### config.mk
export PLATFORM = sky130hd
export DESIGN_NAME = regfile_dump_flat
export DESIGN_NICKNAME = d
export VERILOG_FILES = /design/src/rtl/regfile_dump_pkg.sv /design/src/rtl/regfile_dump_if.sv /design/src/rtl/regfile_dump_byte_sel.sv /design/src/rtl/regfile_dump.sv /design/src/flat_wrapper.sv
export SDC_FILE = /design/constraint.sdc
export NUM_CORES = 1
export LEC_CHECK = 0
export CAP_MARGIN = 0
export CORE_MARGIN = 2
export CORE_UTILIZATION = 45
export DETAILED_ROUTE_END_ITERATION = 8
export DONT_BUFFER_PORTS = 1
export PLACE_DENSITY = 0.71
export SKIP_CTS_REPAIR_TIMING = 1
export SYNTH_ARGS = -nofsm -noshare
export SYNTH_HDL_FRONTEND = slang
export SYNTH_SLANG_ARGS = --single-unit
export TNS_END_PERCENT = 100
### constraint.sdc
create_clock -name clk -period 1.65 [get_ports clk]
set_input_delay 0.2475 -clock clk [delete_from_list [all_inputs] [get_ports clk]]
set_output_delay 0.2475 -clock clk [all_outputs]
set_load 0.03 [all_outputs]
### src/rtl/regfile_dump_pkg.sv
// Shared definitions for the register-file dump engine.
package regfile_dump_pkg;

  localparam int unsigned REG_IDX_W = 5;
  localparam int unsigned WORD_W    = 32;
  localparam logic [2:0]  HDR_PAD   = 3'b000;

  typedef enum logic [2:0] {
    StIdle,
    StLoad,
    StHdr,
    StData,
    StFin
  } dump_state_e;

endpackage

### src/rtl/regfile_dump_if.sv
// Byte stream (valid/ready) from the dump engine to the UART/display path.
interface regfile_dump_if;

  logic       out_valid;
  logic       out_ready;
  logic [7:0] out_data;

  modport master (
    output out_valid,
    output out_data,
    input  out_ready
  );

  modport slave (
    input  out_valid,
    input  out_data,
    output out_ready
  );

endinterface

### src/rtl/regfile_dump_byte_sel.sv
// Picks one byte of the shadowed word, most significant byte first.
module regfile_dump_byte_sel
  import regfile_dump_pkg::*;
(
  input  logic [WORD_W-1:0] word_i,
  input  logic [1:0]        sel_i,
  output logic [7:0]        byte_o
);

  // 4:1 byte mux, index 0 selects bits [31:24].
  always_comb begin
    byte_o = 8'h00;
    unique case (sel_i)
      2'd0: byte_o = word_i[31:24];
      2'd1: byte_o = word_i[23:16];
      2'd2: byte_o = word_i[15:8];
      2'd3: byte_o = word_i[7:0];
    endcase
  end

endmodule

### src/rtl/regfile_dump.sv
// Walks the register file debug port and streams each word as bytes.
module regfile_dump
  import regfile_dump_pkg::*;
#(
  parameter int unsigned FIRST_REG   = 0,
  parameter int unsigned LAST_REG    = 31,
  parameter bit          EMIT_HEADER = 1'b1
) (
  input  logic                 clk,
  input  logic                 clrn,
  input  logic                 start,
  output logic [REG_IDX_W-1:0] reg_addr,
  input  logic [WORD_W-1:0]    reg_out,
  regfile_dump_if.master       strm,
  output logic                 busy,
  output logic                 done
);

  localparam logic [REG_IDX_W-1:0] FirstIdx = REG_IDX_W'(FIRST_REG);
  localparam logic [REG_IDX_W-1:0] LastIdx  = REG_IDX_W'(LAST_REG);

  dump_state_e          state_q, state_d;
  logic [REG_IDX_W-1:0] addr_q, addr_d;
  logic [WORD_W-1:0]    shadow_q, shadow_d;
  logic [1:0]           cnt_q, cnt_d;
  logic [7:0]           data_byte;
  logic                 hs;

  assign hs = strm.out_valid && strm.out_ready;

  regfile_dump_byte_sel u_byte_sel (
    .word_i (shadow_q),
    .sel_i  (cnt_q),
    .byte_o (data_byte)
  );

  // State register with synchronous active-high clear.
  always_ff @(posedge clk) begin
    if (clrn) begin
      state_q <= StIdle;
    end else begin
      state_q <= state_d;
    end
  end

  // Datapath registers: current index, word snapshot and byte position.
  always_ff @(posedge clk) begin
    if (clrn) begin
      addr_q   <= FirstIdx;
      shadow_q <= '0;
      cnt_q    <= 2'd0;
    end else begin
      addr_q   <= addr_d;
      shadow_q <= shadow_d;
      cnt_q    <= cnt_d;
    end
  end

  // Next-state and datapath update; every stall simply holds all registers.
  always_comb begin
    state_d  = state_q;
    addr_d   = addr_q;
    shadow_d = shadow_q;
    cnt_d    = cnt_q;
    unique case (state_q)
      StIdle: begin
        if (start) begin
          state_d = StLoad;
          addr_d  = FirstIdx;
        end
      end
      StLoad: begin
        // Snapshot once so later regfile writes cannot tear this word.
        shadow_d = reg_out;
        cnt_d    = 2'd0;
        state_d  = EMIT_HEADER ? StHdr : StData;
      end
      StHdr: begin
        if (hs) begin
          state_d = StData;
        end
      end
      StData: begin
        if (hs) begin
          if (cnt_q == 2'd3) begin
            if (addr_q == LastIdx) begin
              state_d = StFin;
            end else begin
              addr_d  = addr_q + 1'b1;
              state_d = StLoad;
            end
          end else begin
            cnt_d = cnt_q + 1'b1;
          end
        end
      end
      StFin: begin
        addr_d  = FirstIdx;
        state_d = StIdle;
      end
      default: state_d = StIdle;
    endcase
  end

  // Outputs decoded from the current state.
  always_comb begin
    strm.out_valid = 1'b0;
    strm.out_data  = 8'h00;
    busy           = 1'b0;
    done           = 1'b0;
    unique case (state_q)
      StIdle: ;
      StLoad: busy = 1'b1;
      StHdr: begin
        busy           = 1'b1;
        strm.out_valid = 1'b1;
        strm.out_data  = {HDR_PAD, addr_q};
      end
      StData: begin
        busy           = 1'b1;
        strm.out_valid = 1'b1;
        strm.out_data  = data_byte;
      end
      StFin: done = 1'b1;
      default: ;
    endcase
  end

  assign reg_addr = addr_q;

endmodule

### src/flat_wrapper.sv
// flat-port wrapper written by rule: the top's interface ports become plain ports
module regfile_dump_flat import regfile_dump_pkg::*;
#(
  parameter int unsigned FIRST_REG   = 0,
  parameter int unsigned LAST_REG    = 31,
  parameter bit          EMIT_HEADER = 1'b1
)
  (clk, clrn, start, reg_addr, reg_out, busy, done, strm_out_valid, strm_out_data, strm_out_ready);
  regfile_dump_if strm_i ();
  input  logic clk;
  input  logic clrn;
  input  logic start;
  output logic [REG_IDX_W-1:0] reg_addr;
  input  logic [WORD_W-1:0] reg_out;
  output logic busy;
  output logic done;
  output wire logic [$bits(strm_i.out_valid)-1:0] strm_out_valid;
  output wire logic [$bits(strm_i.out_data)-1:0] strm_out_data;
  input wire logic [$bits(strm_i.out_ready)-1:0] strm_out_ready;
  assign strm_out_valid = strm_i.out_valid;
  assign strm_out_data = strm_i.out_data;
  assign strm_i.out_ready = strm_out_ready;
  regfile_dump #(.FIRST_REG(FIRST_REG), .LAST_REG(LAST_REG), .EMIT_HEADER(EMIT_HEADER)) u_core (.clk(clk), .clrn(clrn), .start(start), .reg_addr(reg_addr), .reg_out(reg_out), .strm(strm_i), .busy(busy), .done(done));
endmodule
==> results.ini <==
[setup_path]
endpoint_kind=primary output
crit_fanout=8
ff2ff_path_depth=6
critPathLaunchType=flop
crit_arrival_ps=1730
reg2reg_from=u_core.reg_addr[0]
crit_type=reg2out
setup.worst_path.start=u_core.cnt_q[1]
required_ps=1400

[hold_path]
hp-class=in2reg
min_path_cells=1
min_from=clrn

[grt]
grt_max_degree=43
grt_antenna_before_repair=0
grt_pass1_wl_microns=7480
grt_pass1_vias=1606
grtUsageTotal_pct=19.4
overflow=0

[cts]
clk_pin_slew_ps=80
cts_tree=yes
h-tree-depth=2
cts_root_buf=clkbuf_8
clk_path_buf_depth=2
cts_num_sinks=42
clk_latency_ps=300
cts-buffers-inserted=5

[power]
pwr-share-clk_pct=41.4
p_int_mw=1.78
switching_share_pct=24.7
p_leak_nw=0.866
power_density_mw_per_mm2=956
power_frac_seq_pct=47.1
power_mw=2.36
p_switching_mw=0.584
combPwrFrac_pct=11.5
peakVddDrop_mv=0.686

[floorplanning]
dieArea_sq_mm=0.00485
die_h_microns=69.6
io_pins=52
die_x_microns=69.6
core_area_sq_mm=0.00409
rows=23
start_util_pct=47.4

[sta]
worst_slew_pin_slew_ps=904
setup_ws_ps=-326
min_period_ps=1980
period_share_pct=120
setup_violations=8
finalHoldViolations=0
max_freq_mhz=506
finalSetupTns_ps=-2240
rsz0062_at_grt=yes
drv_slew=0
slew_headroom_pct=39.5
finClkSkew_ps=7.54

[run_status]
status=complete, but fails checks
violations=setup timing

[flow_run]
maxCapViolCount=0

[yosys]
synth_top_cell_area_share_pct=43.4
yosysUniqueCellTypes=30
yosysWarnings=0
synth_top_area_cell=dfxtp_1
synthFlopType=dfxtp_1
synthArstFlopShare_pct=0
synth_common_cells=nand2_1, a21oi_1, dfxtp_1, nor2_1, clkbuf_1
ys_ff_latch=42
synth-edff-count=0
synth.area.top_cells=dfxtp_1, nand2_1, a21oi_1
synth.most_common_cell=nand2_1
synth_nets=297
syn_area_per_cell_sq_um=7.60
synthCells=255
synth_seq_area_share_pct=43.4
synth_area_sq_mm=0.00194

[detailed_routing]
firstDrtPassIters=5
remaining_drc_errors=0
vias=1803
vias_per_cell=5.56
wl_microns=4940
wl_per_cell_microns=15.2
final_antenna_net_count=0
drt_iter0_drc=137

[layout]
diodes=0
finish.utilization_pct=60.5
drive_above_1_share_pct=24.8
final_nets=315
final_cell_area_sq_mm=0.00247
area_growth_pct=27.6

[place]
place.gp.congestion=0.851
hpwlAfterDp_microns=3270
dpl_worst_slack_ps=-137
io_buffers=0
dpl_cell_area_sq_mm=0.00218

## path summary, 6_finish.rpt
check | end | slack (ps)
max reg2reg | u_core.reg_addr[4] | 30
max | strm_out_data[4] | -330
min | u_core.shadow_q[9] | 10
min reg2reg | u_core.shadow_q[19] | 460
## power groups by stage
stage | clock network, mW | logic, mW | registers, mW
finish | 0.978 | 0.273 | 1.11
CTS | 0.993 | 0.251 | 1.11
global placement | 0 | 0.246 | 1.14
detailed placement | 0 | 0.250 | 1.14
global route | 1.05 | 0.304 | 1.12
floorplan | 0 | 0.209 | 1.12
## stage by stage
stage	hold slack, ps	instances
2_1_floorplan	383	255
3_3_place_gp	317	311
3_5_place_dp	317	311
4_1_cts	-1.33	319
5_1_grt	0.381	324
6_report	10.8	324
## layout make-up
class,instances,area [sq um]
fill,368,1610
clock inverter,3,68.8
multi-input combinational,190,1130
tap,50,62.6
timing repair buffer,30,273
clock buffer,5,68.8
sequential,42,853
inverter,4,17.5
## critical path, stage by stage, from the launching register on
cell and delay [ps]:
dfxtp_4 410, inv_4 50, ha_4 180, a222oi_1 340, nor2_1 100, a21oi_2 140, o21ai_2 80, buf_6 140
## state kept, by name (all words and copies together), names as in the netlist
name and count:
u_core.shadow_q 32, u_core.reg_addr 5, u_core.state_q 3, u_core.cnt_q 2
## routing by layer
layer	GRT usage, %	up-vias	routed length, microns
met5	0	-	0
met4	6.84	0	91
met3	5.67	12	305
met2	32.7	61	2460
met1	23.4	822	2080
li1	-	908	-
## layout by cell type (no fill, tap or decap), types with 2 or more instances in the layout
| cell type | n |
|---|---|
| nand2_1 | 72 |
| nand2b_1 | 3 |
| nor2_2 | 5 |
| ha_4 | 6 |
| o21ai_1 | 2 |
| dlygate4sd3_1 | 2 |
| bufinv_16 | 2 |
| a222oi_1 | 8 |
| nor4_1 | 2 |
| buf_4 | 19 |
| nand3_1 | 3 |
| dfxtp_4 | 3 |
| dfxtp_1 | 38 |
| nand3b_1 | 4 |
| clkbuf_8 | 5 |
| buf_6 | 8 |
| inv_1 | 2 |
| a21oi_2 | 5 |
| nor2_1 | 19 |
| mux2i_1 | 2 |
| a21oi_1 | 41 |
| o21ai_2 | 5 |
## logic make-up after synthesis
group	synth area share (%)
DFF	43.4
muxes	1.03
buffers and inverters	5.10
and+or+nand+nor	26.5
adders and majority gates	3.87
AOI/OAI and AO/OA	20.1
No activity file was read; power rests on OpenSTA's default activity.
